$ cat src/rtl/mult_4bit_seq_pkg.sv
// Shared definitions for the sequential shift-and-add multiplier.
// Provides the FSM state encoding and the default operand width.
package mult_4bit_seq_pkg;

   localparam int MULT_WIDTH = 4;

   typedef enum logic [1:0] {
      S_IDLE = 2'd0,
      S_RUN  = 2'd1,
      S_DONE = 2'd2
   } state_t;

endpackage

$ cat src/rtl/mult_4bit_seq_add4_cout.sv
// Combinational adder with carry-out, used once per iteration to add the
// partial product into the upper product half.
// Ports:
//   A, B : addends
//   SUM  : A + B truncated to WIDTH bits
//   COUT : carry out of the top bit
module add4_cout #(
   parameter int WIDTH = 4
) (
   input  logic [WIDTH-1:0] A,
   input  logic [WIDTH-1:0] B,
   output logic [WIDTH-1:0] SUM,
   output logic             COUT
);

   assign {COUT, SUM} = {1'b0, A} + {1'b0, B};

endmodule

$ cat src/rtl/mult_4bit_seq.sv
// Sequential unsigned WIDTH x WIDTH shift-and-add multiplier.
// One add plus a right shift of {ACC,Q} per cycle over WIDTH cycles.
// Ports:
//   clk   : rising-edge clock
//   reset : synchronous active-high reset
//   start : request; sampled only in IDLE or DONE
//   A, B  : multiplicand / multiplier, captured on the accepted start edge
//   busy  : high while iterating
//   done  : one-cycle pulse when P updates
//   P     : product, held until the next completion
//
// state  | meaning
// IDLE   | waiting for start, P holds last result
// RUN    | iterating, start ignored
// DONE   | one-cycle completion, start accepted back-to-back
module mult_4bit_seq
   import mult_4bit_seq_pkg::*;
#(
   parameter int WIDTH = MULT_WIDTH
) (
   input  logic               clk,
   input  logic               reset,
   input  logic               start,
   input  logic [WIDTH-1:0]   A,
   input  logic [WIDTH-1:0]   B,
   output logic               busy,
   output logic               done,
   output logic [2*WIDTH-1:0] P
);

   localparam int CW = $clog2(WIDTH);
   localparam logic [CW-1:0] CNT_LAST = CW'(WIDTH - 1);

   state_t             state_q, state_d;
   logic [WIDTH-1:0]   m_q, m_d;
   logic [WIDTH-1:0]   acc_q, acc_d;
   logic [WIDTH-1:0]   q_q, q_d;
   logic [CW-1:0]      cnt_q, cnt_d;
   logic [2*WIDTH-1:0] p_q, p_d;

   logic [WIDTH-1:0]   pp;
   logic [WIDTH-1:0]   sum;
   logic               cout;

   assign pp = q_q[0] ? m_q : '0;

   add4_cout #(.WIDTH(WIDTH)) u_add (
      .A    (acc_q),
      .B    (pp),
      .SUM  (sum),
      .COUT (cout)
   );

   always_ff @(posedge clk) begin
      if (reset) begin
         state_q <= S_IDLE;
         m_q     <= '0;
         acc_q   <= '0;
         q_q     <= '0;
         cnt_q   <= '0;
         p_q     <= '0;
      end else begin
         state_q <= state_d;
         m_q     <= m_d;
         acc_q   <= acc_d;
         q_q     <= q_d;
         cnt_q   <= cnt_d;
         p_q     <= p_d;
      end
   end

   always_comb begin
      state_d = state_q;
      m_d     = m_q;
      acc_d   = acc_q;
      q_d     = q_q;
      cnt_d   = cnt_q;
      p_d     = p_q;
      case (state_q)
         S_IDLE, S_DONE: begin
            if (start) begin
               m_d     = A;
               q_d     = B;
               acc_d   = '0;
               cnt_d   = '0;
               state_d = S_RUN;
            end else begin
               state_d = S_IDLE;
            end
         end
         S_RUN: begin
            // Carry shifts into the top of ACC so nothing is lost.
            acc_d = {cout, sum[WIDTH-1:1]};
            q_d   = {sum[0], q_q[WIDTH-1:1]};
            cnt_d = cnt_q + CW'(1);
            if (cnt_q == CNT_LAST) begin
               p_d     = {acc_d, q_d};
               state_d = S_DONE;
            end
         end
         default: state_d = S_IDLE;
      endcase
   end

   assign busy = (state_q == S_RUN);
   assign done = (state_q == S_DONE);
   assign P    = p_q;

endmodule
$ cat config.mk
export PLATFORM = sky130hd
export DESIGN_NAME = mult_4bit_seq
export DESIGN_NICKNAME = d
export VERILOG_FILES = /design/src/rtl/mult_4bit_seq_pkg.sv /design/src/rtl/mult_4bit_seq_add4_cout.sv /design/src/rtl/mult_4bit_seq.sv
export SDC_FILE = /design/constraint.sdc
export NUM_CORES = 1
export LEC_CHECK = 0
export ABC_AREA = 1
export CAP_MARGIN = 10
export CELL_PAD_IN_SITES_DETAIL_PLACEMENT = 1
export CELL_PAD_IN_SITES_GLOBAL_PLACEMENT = 1
export CORE_ASPECT_RATIO = 0.7
export CORE_MARGIN = 2
export CORE_UTILIZATION = 40
export CTS_CLUSTER_DIAMETER = 100
export DETAILED_ROUTE_END_ITERATION = 10
export GPL_TIMING_DRIVEN = 0
export HOLD_SLACK_MARGIN = 0.05
export PLACE_DENSITY_LB_ADDON = 0.1
export SLEW_MARGIN = 20
export SYNTH_ARGS = -nofsm -noshare
export SYNTH_HDL_FRONTEND = slang
export SYNTH_SLANG_ARGS = --single-unit
$ cat constraint.sdc
create_clock -name clk -period 2.2 [get_ports clk]
set_input_delay 0.22 -clock clk [delete_from_list [all_inputs] [get_ports clk]]
set_output_delay 0.22 -clock clk [all_outputs]
set_load 0.005 [all_outputs]
==> Word-level counts from Yosys, hierarchy flattened <==
Index checks and enable logic that the tools add are counted.
{ "op_classes": {"addsub": 2, "n_eq_ne": 5, "muxes": 10, "n_reduce_logical": 6} }
{ "op_table": {"columns": ["op", "count"], "rows": [
  ["one-hot mux 4 bit (2 select lines)", 2],
  ["2-to-1 mux 4 bit", 3],
  ["one-hot mux 2 bit (2 select lines)", 2],
  ["AND reduction 2 bit", 3],
  ["adder 4 x 4 -> 5 bit", 1],
  ["equality test 2 bit, second input constant", 2],
  ["2-to-1 mux 2 bit", 2],
  ["adder 2 x 1 -> 2 bit, second input constant", 1],
  ["equality test 2 x 1 -> 1 bit, second input constant", 1],
  ["logical NOT 2 bit", 1],
  ["!= test 2 x 1 -> 1 bit, second input constant", 1],
  ["!= test 2 bit, second input constant", 1],
  ["nonzero test 2 bit", 1],
  ["OR reduction 2 bit", 1],
  ["2-to-1 mux 1 bit", 1]
]} }
{ "totals": {"register_bits": 24, "output_inout_bits": 10, "wordCells": 29} }

==> Depth between registers and ports, before layout <==
Gate-level depths: netlist (run 1).
{ "depth": {"ltp_word": 4, "depth_mapped": 10, "ltp_nobuf": 10} }

==> Modules after synthesis <==
A second synthesis (run 1) with hierarchy kept.
{ "hier_totals": {"cells_unflattened": 162, "area_unflattened_um2": 1223.7} }
{ "modules_own_cells": {"columns": ["module", "instances", "cells_each", "area_each_um2", "seq_area_each_um2"], "rows": [
  ["mult_4bit_seq", 1, 137, 1066.0, 480.5],
  ["add4_cout", 1, 25, 157.7, 0.0]
]} }

==> Worst setup path after synthesis (run 1) <==
No wires, ideal clock.
{ "synth_timing": {"kind": "flip-flop to flip-flop", "start": "register q_q[0]", "end": "register acc_q[3]", "setup_ps": 123, "t_arrival_ps": 1335, "required_time_ps": 2077, "slack_ps": 742, "path_stages_with_launch": 9, "n_path_buf": 0, "period_less_slack_ps": 1458, "cell_sequence": "dfxtp_1 -> nand2_1 -> inv_1 -> ha_1 -> fa_1 -> nand2_1 -> a21oi_1 -> o21ai_1 -> a21oi_1"} }
{ "synth_between": {"elab_chain_cells": 3} }
{ "synth_lines": {"columns": ["element", "line", "source"], "rows": [
  ["from (decl)", "mult_4bit_seq.sv:37", "logic [WIDTH-1:0] q_q, q_d;"],
  ["from (signal assigned)", "mult_4bit_seq.sv:66", "q_q <= q_d;"],
  ["2-to-1 mux 4 bit", "mult_4bit_seq.sv:45", "assign pp = q_q[0] ? m_q : '0;"],
  ["adder 4 x 4 -> 5 bit", "mult_4bit_seq_add4_cout.sv:16", "assign {COUT, SUM} = {1'b0, A} + {1'b0, B};"],
  ["one-hot mux 4 bit (2 select lines)", "mult_4bit_seq.sv:79", "case (state_q)"],
  ["to (signal assigned)", "mult_4bit_seq.sv:58", "acc_q <= '0;"],
  ["to (signal assigned)", "mult_4bit_seq.sv:65", "acc_q <= acc_d;"],
  ["to (decl)", "mult_4bit_seq.sv:36", "logic [WIDTH-1:0] acc_q, acc_d;"]
]} }
No other way between the ends.
A chain may end at the register's enable or synchronous reset.

==> Worst setup path after layout (run 1) <==
{ "layout_timing": {"start": "register state_q[0]", "end": "output busy"} }
{ "layout_between": {"elab_chain_cells": 1} }
{ "layout_lines": {"columns": ["element", "line", "source"], "rows": [
  ["from (decl)", "mult_4bit_seq.sv:34", "state_t state_q, state_d;"],
  ["from (signal assigned)", "mult_4bit_seq.sv:63", "state_q <= state_d;"],
  ["equality test 2 x 1 -> 1 bit", "mult_4bit_seq.sv:105", "assign busy = (state_q == S_RUN);"],
  ["to (decl)", "mult_4bit_seq.sv:26", "output logic busy,"]
]} }
No other way between the ends.

==> impl_metrics.yaml, run 1 <==
run_status:
  outcome: "complete, no violations"
run:
  maxCapViolCount: 0
clock_tree:
  cts.sinks: 24
  cts_buffer_depth: 2
  cts_tree: "built"
  cts-root-buf: "clkbuf_8"
  clk_pin_slew_worst_paths_ns: 0.09
  hold_buffers: 0
  post_cts_buffers: 0
  cts_buffers: 3
  htreeDepth: 1
  ctsResizeCount: 0
  worstSkewPairLatency_ns: 0.28
grt:
  gr-total-overflow: 0
  antenna_found_initial: 0
  grt_pass1_wl_um: 4970
  grt_pass1_vias: 1006
  grtUsageTotal_pct: 20.7
  grt_max_degree: 15
setup_path:
  path_class: "flip-flop to primary output"
  cp.arrival_ns: 1.52
  endpoint_kind: "primary output"
  critPathRequiredTime_ns: 1.98
  critical_path.max_fanout: 10
  ff2ff_path_depth: 8
  start_kind: "flip-flop"
die:
  die_area_sq_um: 3320
  placementRows: 16
  die_x_um: 68.0
  initial_core_util_pct: 41.5
  core_area_sq_um: 2760
  ioPinCount: 21
  die_h_um: 48.8
route:
  via_count: 965
  drt_iter0_drc: 40
  vias_per_cell: 4.80
  finalWirelength_um: 2850
  firstDrtPassIters: 4
  ant_nets: 0
  wire_per_inst_um: 14.2
  drc: 0
final_layout:
  drive_above_1_share_pct: 13.3
  fin_nets: 183
  area_growth_pct: 26.7
  final_cells: 201
  diodes: 0
  layout_common_cells: "27 x nand2_1, 24 x dfxtp_1, 19 x clkdlybuf4s50_1"
  nFillCells: 355
  final_common_cell: "nand2_1"
pwr:
  p_per_area_nw_per_um2: 681
  p_leak_nw: 0.649
  fin_total_pwr_mw: 0.989
  clkPwrFrac_pct: 39.9
  seqPwrFrac_pct: 47.4
  switching_power_mw: 0.239
  internal_power_mw: 0.751
  ir_drop_uv: 382
  p_comb_share_pct: 12.7
  switching_share_pct: 24.1
worst_hold_path:
  whs_path_depth: 2
  hold_path.class: "primary input to flip-flop"
timing:
  report.final.hold_viol_count: 0
  tightest_slew_ns: 0.228
  min_period_ns: 1.74
  slew_violations: 0
  skew_ns: 0.0106
  tns_ns: 0
  max_freq_mhz: 573
  layout_setup_ws_ns: 0.456
  rsz0062_at_grt: "false"
  finalSetupViolations: 0
  relSlewSlack_pct: 84.7
  fin_crit_sh_pct: 79.3
synthesis:
  synthCells: 142
  ys_seq_area_share_pct: 41.9
  yosys_warnings: 0
  synthesis.area_sq_um: 1150
  synth_edf_count: 0
  ys.flop_type: "dfxtp_1"
  yosysUniqueCellTypes: 25
  async_reset_ff_share_pct: 0
  syn-num-nets: 159
  postSynthAreaPerCell_sq_um: 8.07
  yosys_register_bits: 24
placed_design:
  port_buffers: 19
  dp_hpwl_um: 2170
  gp_congestion: 0.758
  pre_cts_ws_ns: 0.554
  place_inst: 197
-- cells by family (layout without fill, tap and decap cells) --
logic type | Yosys count | in the layout | synth area share (%)
adders and majority gates | 6 | 6 | 7.21
and+or+nand+nor | 58 | 58 | 24.8
buffers and inverters | 24 | 47 | 10.6
DFF | 24 | 24 | 41.9
xor gates and xnor gates | 1 | 1 | 0.764
AOI/OAI and AO/OA | 29 | 29 | 14.7
-- power by group through the flow --
stage                     sequential, mW  combinational (mW)  clock [mW]
final                              0.469               0.125       0.395
after global routing               0.472               0.141       0.425
after CTS                          0.469               0.128       0.404
after detailed placement           0.479               0.125           0
after global placement             0.478               0.120           0
after floorplan                    0.475              0.0839           0
-- flip-flops by register name (all words and copies together) (netlist names) --
register,flops
acc_q,4
state_q,2
cnt_q,2
q_q,4
P,8
m_q,4
-- cells in the mapped netlist (2+ instances only) --
library cell	n	area [sq um]
nor2_1	14	52.6
o21ai_1	6	30.0
inv_4	2	12.5
a21oi_2	3	26.3
nand2_4	4	45.0
a21oi_1	8	40.0
o211ai_1	3	22.5
nand2_1	27	101
dfxtp_1	24	480
nor3_1	3	15.0
ha_1	5	62.6
inv_2	3	11.3
inv_1	15	56.3
nand3_1	8	40.0
o21ai_0	7	35.0
-- per-stage QoR --
stage	hold WS, ns	utilization (%)	area (sq um)
after global routing	0.266	52.6	1450
after detailed placement	0.465	50.0	1380
final	0.242	52.6	1450
after floorplan	0.360	-	1150
after global placement	0.452	50.0	1380
after CTS	0.241	52.6	1450
-- routing by layer --
layer / track usage [%] / up-vias / wire [um]
met5: 0 / - / 0
met1: 27.0 / 436 / 1290
met2: 32.0 / 20 / 1360
li1: - / 502 / -
met3: 6.24 / 7 / 150
met4: 7.67 / 0 / 55
-- worst max-delay path: stages (launching register included) --
cell	delay, ns
dfxtp_1	0.41
nand2_4	0.12
inv_6	0.10
buf_12	0.13
clkdlybuf4s50_1	0.50
-- final timing paths --
path | startpoint | to | slack [ns]
setup / recovery | state_q[0]$_SDFFE_PP0P_ | busy | 0.46
setup reg to reg | q_q[0]$_SDFFE_PP0P_ | acc_q[3]$_SDFFE_PP0P_ | 0.52
hold reg to reg | cnt_q[0]$_SDFFE_PP0P_ | cnt_q[0]$_SDFFE_PP0P_ | 0.47
hold / removal | reset | acc_q[0]$_SDFFE_PP0P_ | 0.24
-- area by class of cell --
type | count | area, sq um | area share (%)
clock inverter | 1 | 30.0 | 2.07
multi-input combinational | 94 | 544 | 37.5
buffer | 3 | 32.5 | 2.24
clock buffer | 3 | 41.3 | 2.84
tap | 36 | 45.0 | 3.10
inverter | 21 | 88.8 | 6.12
sequential | 24 | 480 | 33.1
timing repair buffer | 19 | 190 | 13.1
Note: power is estimated with default switching activity, not from simulation.
==> inputs of run 2 (changes only) <==
Settings changed: CORE_UTILIZATION 40 to 33.
Clock period 2.2 ns to 1.6 ns, I/O delays scaled along.
==> run 2 against run 1 <==
  * Count of clock-buffer cells in the layout up 1
  * Cell area is 2.8% higher
  * Register-to-register slack got worse by 0.42 ns
  * Routed wire length up 0.74%
  * Cell count increased by 6.0%
  * Critical path depth rose by 4
  * Non-clock buffer count up 1
  * Sequential power increased by 38%
  * Flip-flop and latch count stayed put
  * Largest cell class unchanged
  * Highest routed layer unchanged
==> impl_metrics.yaml, run 2 (synthesized netlist as in run 1, its figures left out) <==
clock_tree:
  htreeDepth: 1
  cts.sinks: 24
  worstSkewPairLatency_ns: 0.27
  cts-root-buf: "clkbuf_8"
  cts_buffers: 3
  cts_tree: "built"
  cts_buffer_depth: 2
  clk_pin_slew_worst_paths_ns: 0.09
  hold_buffers: 0
route:
  drt_iter0_drc: 16
  via_count: 967
  vias_per_cell: 4.54
  ant_nets: 0
  firstDrtPassIters: 4
  finalWirelength_um: 2870
  wire_per_inst_um: 13.5
  drc: 0
setup_path:
  crit_path_cell_trace: "nand2_1 -> inv_1 -> ha_4 -> fa_2 -> nand2_1 -> a21oi_2 -> o21ai_1 -> a21oi_1"
  critical_path.max_fanout: 5
  endpoint_kind: "flip-flop"
  cpPeakStageDelay_ns: 0.37
  critical-path-top-delay-family: "adder cells"
  cp.arrival_ns: 1.66
  critPathRequiredTime_ns: 1.76
  path_class: "flip-flop to flip-flop"
  cp.depth: 8
  path_buf_inv: 1
  start_kind: "flip-flop"
  cp_slowest_cell: "dfxtp_4"
  crit_top_cell: "nand2_1"
  ff2ff_path_depth: 8
timing:
  max_freq_mhz: 665
  report.final.hold_viol_count: 0
  rsz0062_at_grt: "true"
  finalSetupViolations: 0
  tightest_slew_ns: 0.222
  slew_violations: 0
  relSlewSlack_pct: 85.2
  skew_ns: 0.00663
  fin_crit_sh_pct: 94.0
  min_period_ns: 1.50
  tns_ns: 0
final_layout:
  drive_above_1_share_pct: 18.1
  layout_common_cells: "27 x nand2_1, 22 x dfxtp_1, 18 x clkdlybuf4s50_1"
  stdcell_area_sq_um: 1490
  fin_nets: 184
  diodes: 0
  nFillCells: 406
  area_growth_pct: 30.3
  largest_reg_flops: 8
  final_common_cell: "nand2_1"
die:
  initial_core_util_pct: 35.4
  ioPinCount: 21
  die_area_sq_um: 3970
  die_h_um: 53.3
  placementRows: 17
  die_x_um: 74.4
  core_area_sq_um: 3230
worst_hold_path:
  hold_path.class: "primary input to flip-flop"
  whs_path_depth: 2
pwr:
  p_per_area_nw_per_um2: 835
  internal_power_mw: 0.921
  switching_share_pct: 26.1
  ir_drop_uv: 457
  seqPwrFrac_pct: 51.7
  p_comb_share_pct: 14.4
  p_leak_nw: 0.656
  clkPwrFrac_pct: 33.8
  switching_power_mw: 0.326
placed_design:
  dp_hpwl_um: 2200
  gp_congestion: 0.796
  placed_area_sq_um: 1400
  port_buffers: 19
grt:
  use_met2_pct: 26.4
  met3_usage_pct: 4.00
  grt_pass1_wl_um: 4750
  grt_pass1_vias: 1035
  met1_usage_pct: 21.6
  antenna_found_initial: 0
  grtUsageTotal_pct: 16.1
  grt.busiest_layer: "met2"
  grt_max_degree: 14
  gr-total-overflow: 0
run:
  maxCapViolCount: 0
run_status:
  outcome: "complete, no violations"
run 2: cell type report:
cell class | instances | area (sq um) | share of cell area [%]
Sequential cell | 24 | 488 | 32.7
Inverter | 21 | 88.8 | 5.95
Tap cell | 47 | 58.8 | 3.94
Timing Repair Buffer | 20 | 200 | 13.4
Clock buffer | 4 | 55.1 | 3.69
Multi-Input combinational cell | 94 | 571 | 38.2
Buffer | 3 | 32.5 | 2.18
run 2: power by group through the flow:
stage | registers, mW | clock network (mW) | logic [mW]
after floorplan | 0.653 | 0 | 0.115
after global placement | 0.657 | 0 | 0.168
after detailed placement | 0.659 | 0 | 0.174
after CTS | 0.645 | 0.432 | 0.179
after global routing | 0.651 | 0.463 | 0.203
final | 0.645 | 0.422 | 0.180
run 2: worst paths after layout:
| path | from | endpoint | slack, ns |
|---|---|---|---|
| worst max-delay path | q_q[0]$_SDFFE_PP0P_ | acc_q[3]$_SDFFE_PP0P_ | 0.1 |
| worst min-delay path | reset | acc_q[2]$_SDFFE_PP0P_ | 0.18 |
| worst max register to register | q_q[0]$_SDFFE_PP0P_ | acc_q[3]$_SDFFE_PP0P_ | 0.1 |
| worst min register to register | P[5]$_SDFFE_PP0P_ | P[5]$_SDFFE_PP0P_ | 0.48 |
run 2: what timing repair did:
item,in CTS,in global routing
pin swaps,1,2
gates cloned,0,0
gates resized for setup,3,8
buffers inserted,1,0
setup endpoints to repair,4,7
run 2: per-stage QoR:
stage	utilization (%)	hold WS (ns)	cells	setup WS (ns)	power (mW)
5_1_grt	46.2	0.198	213	-0.0223	1.32
6_report	46.2	0.184	213	0.0956	1.25
4_1_cts	45.2	0.186	213	0.000393	1.26
3_3_place_gp	43.2	0.454	208	0.00814	0.825
2_1_floorplan	-	0.300	142	0.142	0.768
3_5_place_dp	43.2	0.467	208	0.00103	0.833
run 2: routing by layer:
metal | wire length, um | share of wire [%] | vias to the layer above
li1 | - | - | 502
met1 | 1470 | 51 | 448
met2 | 1310 | 46 | 15
met4 | 14 | 0.49 | 0
met5 | 0 | 0 | -
met3 | 82 | 2.9 | 2
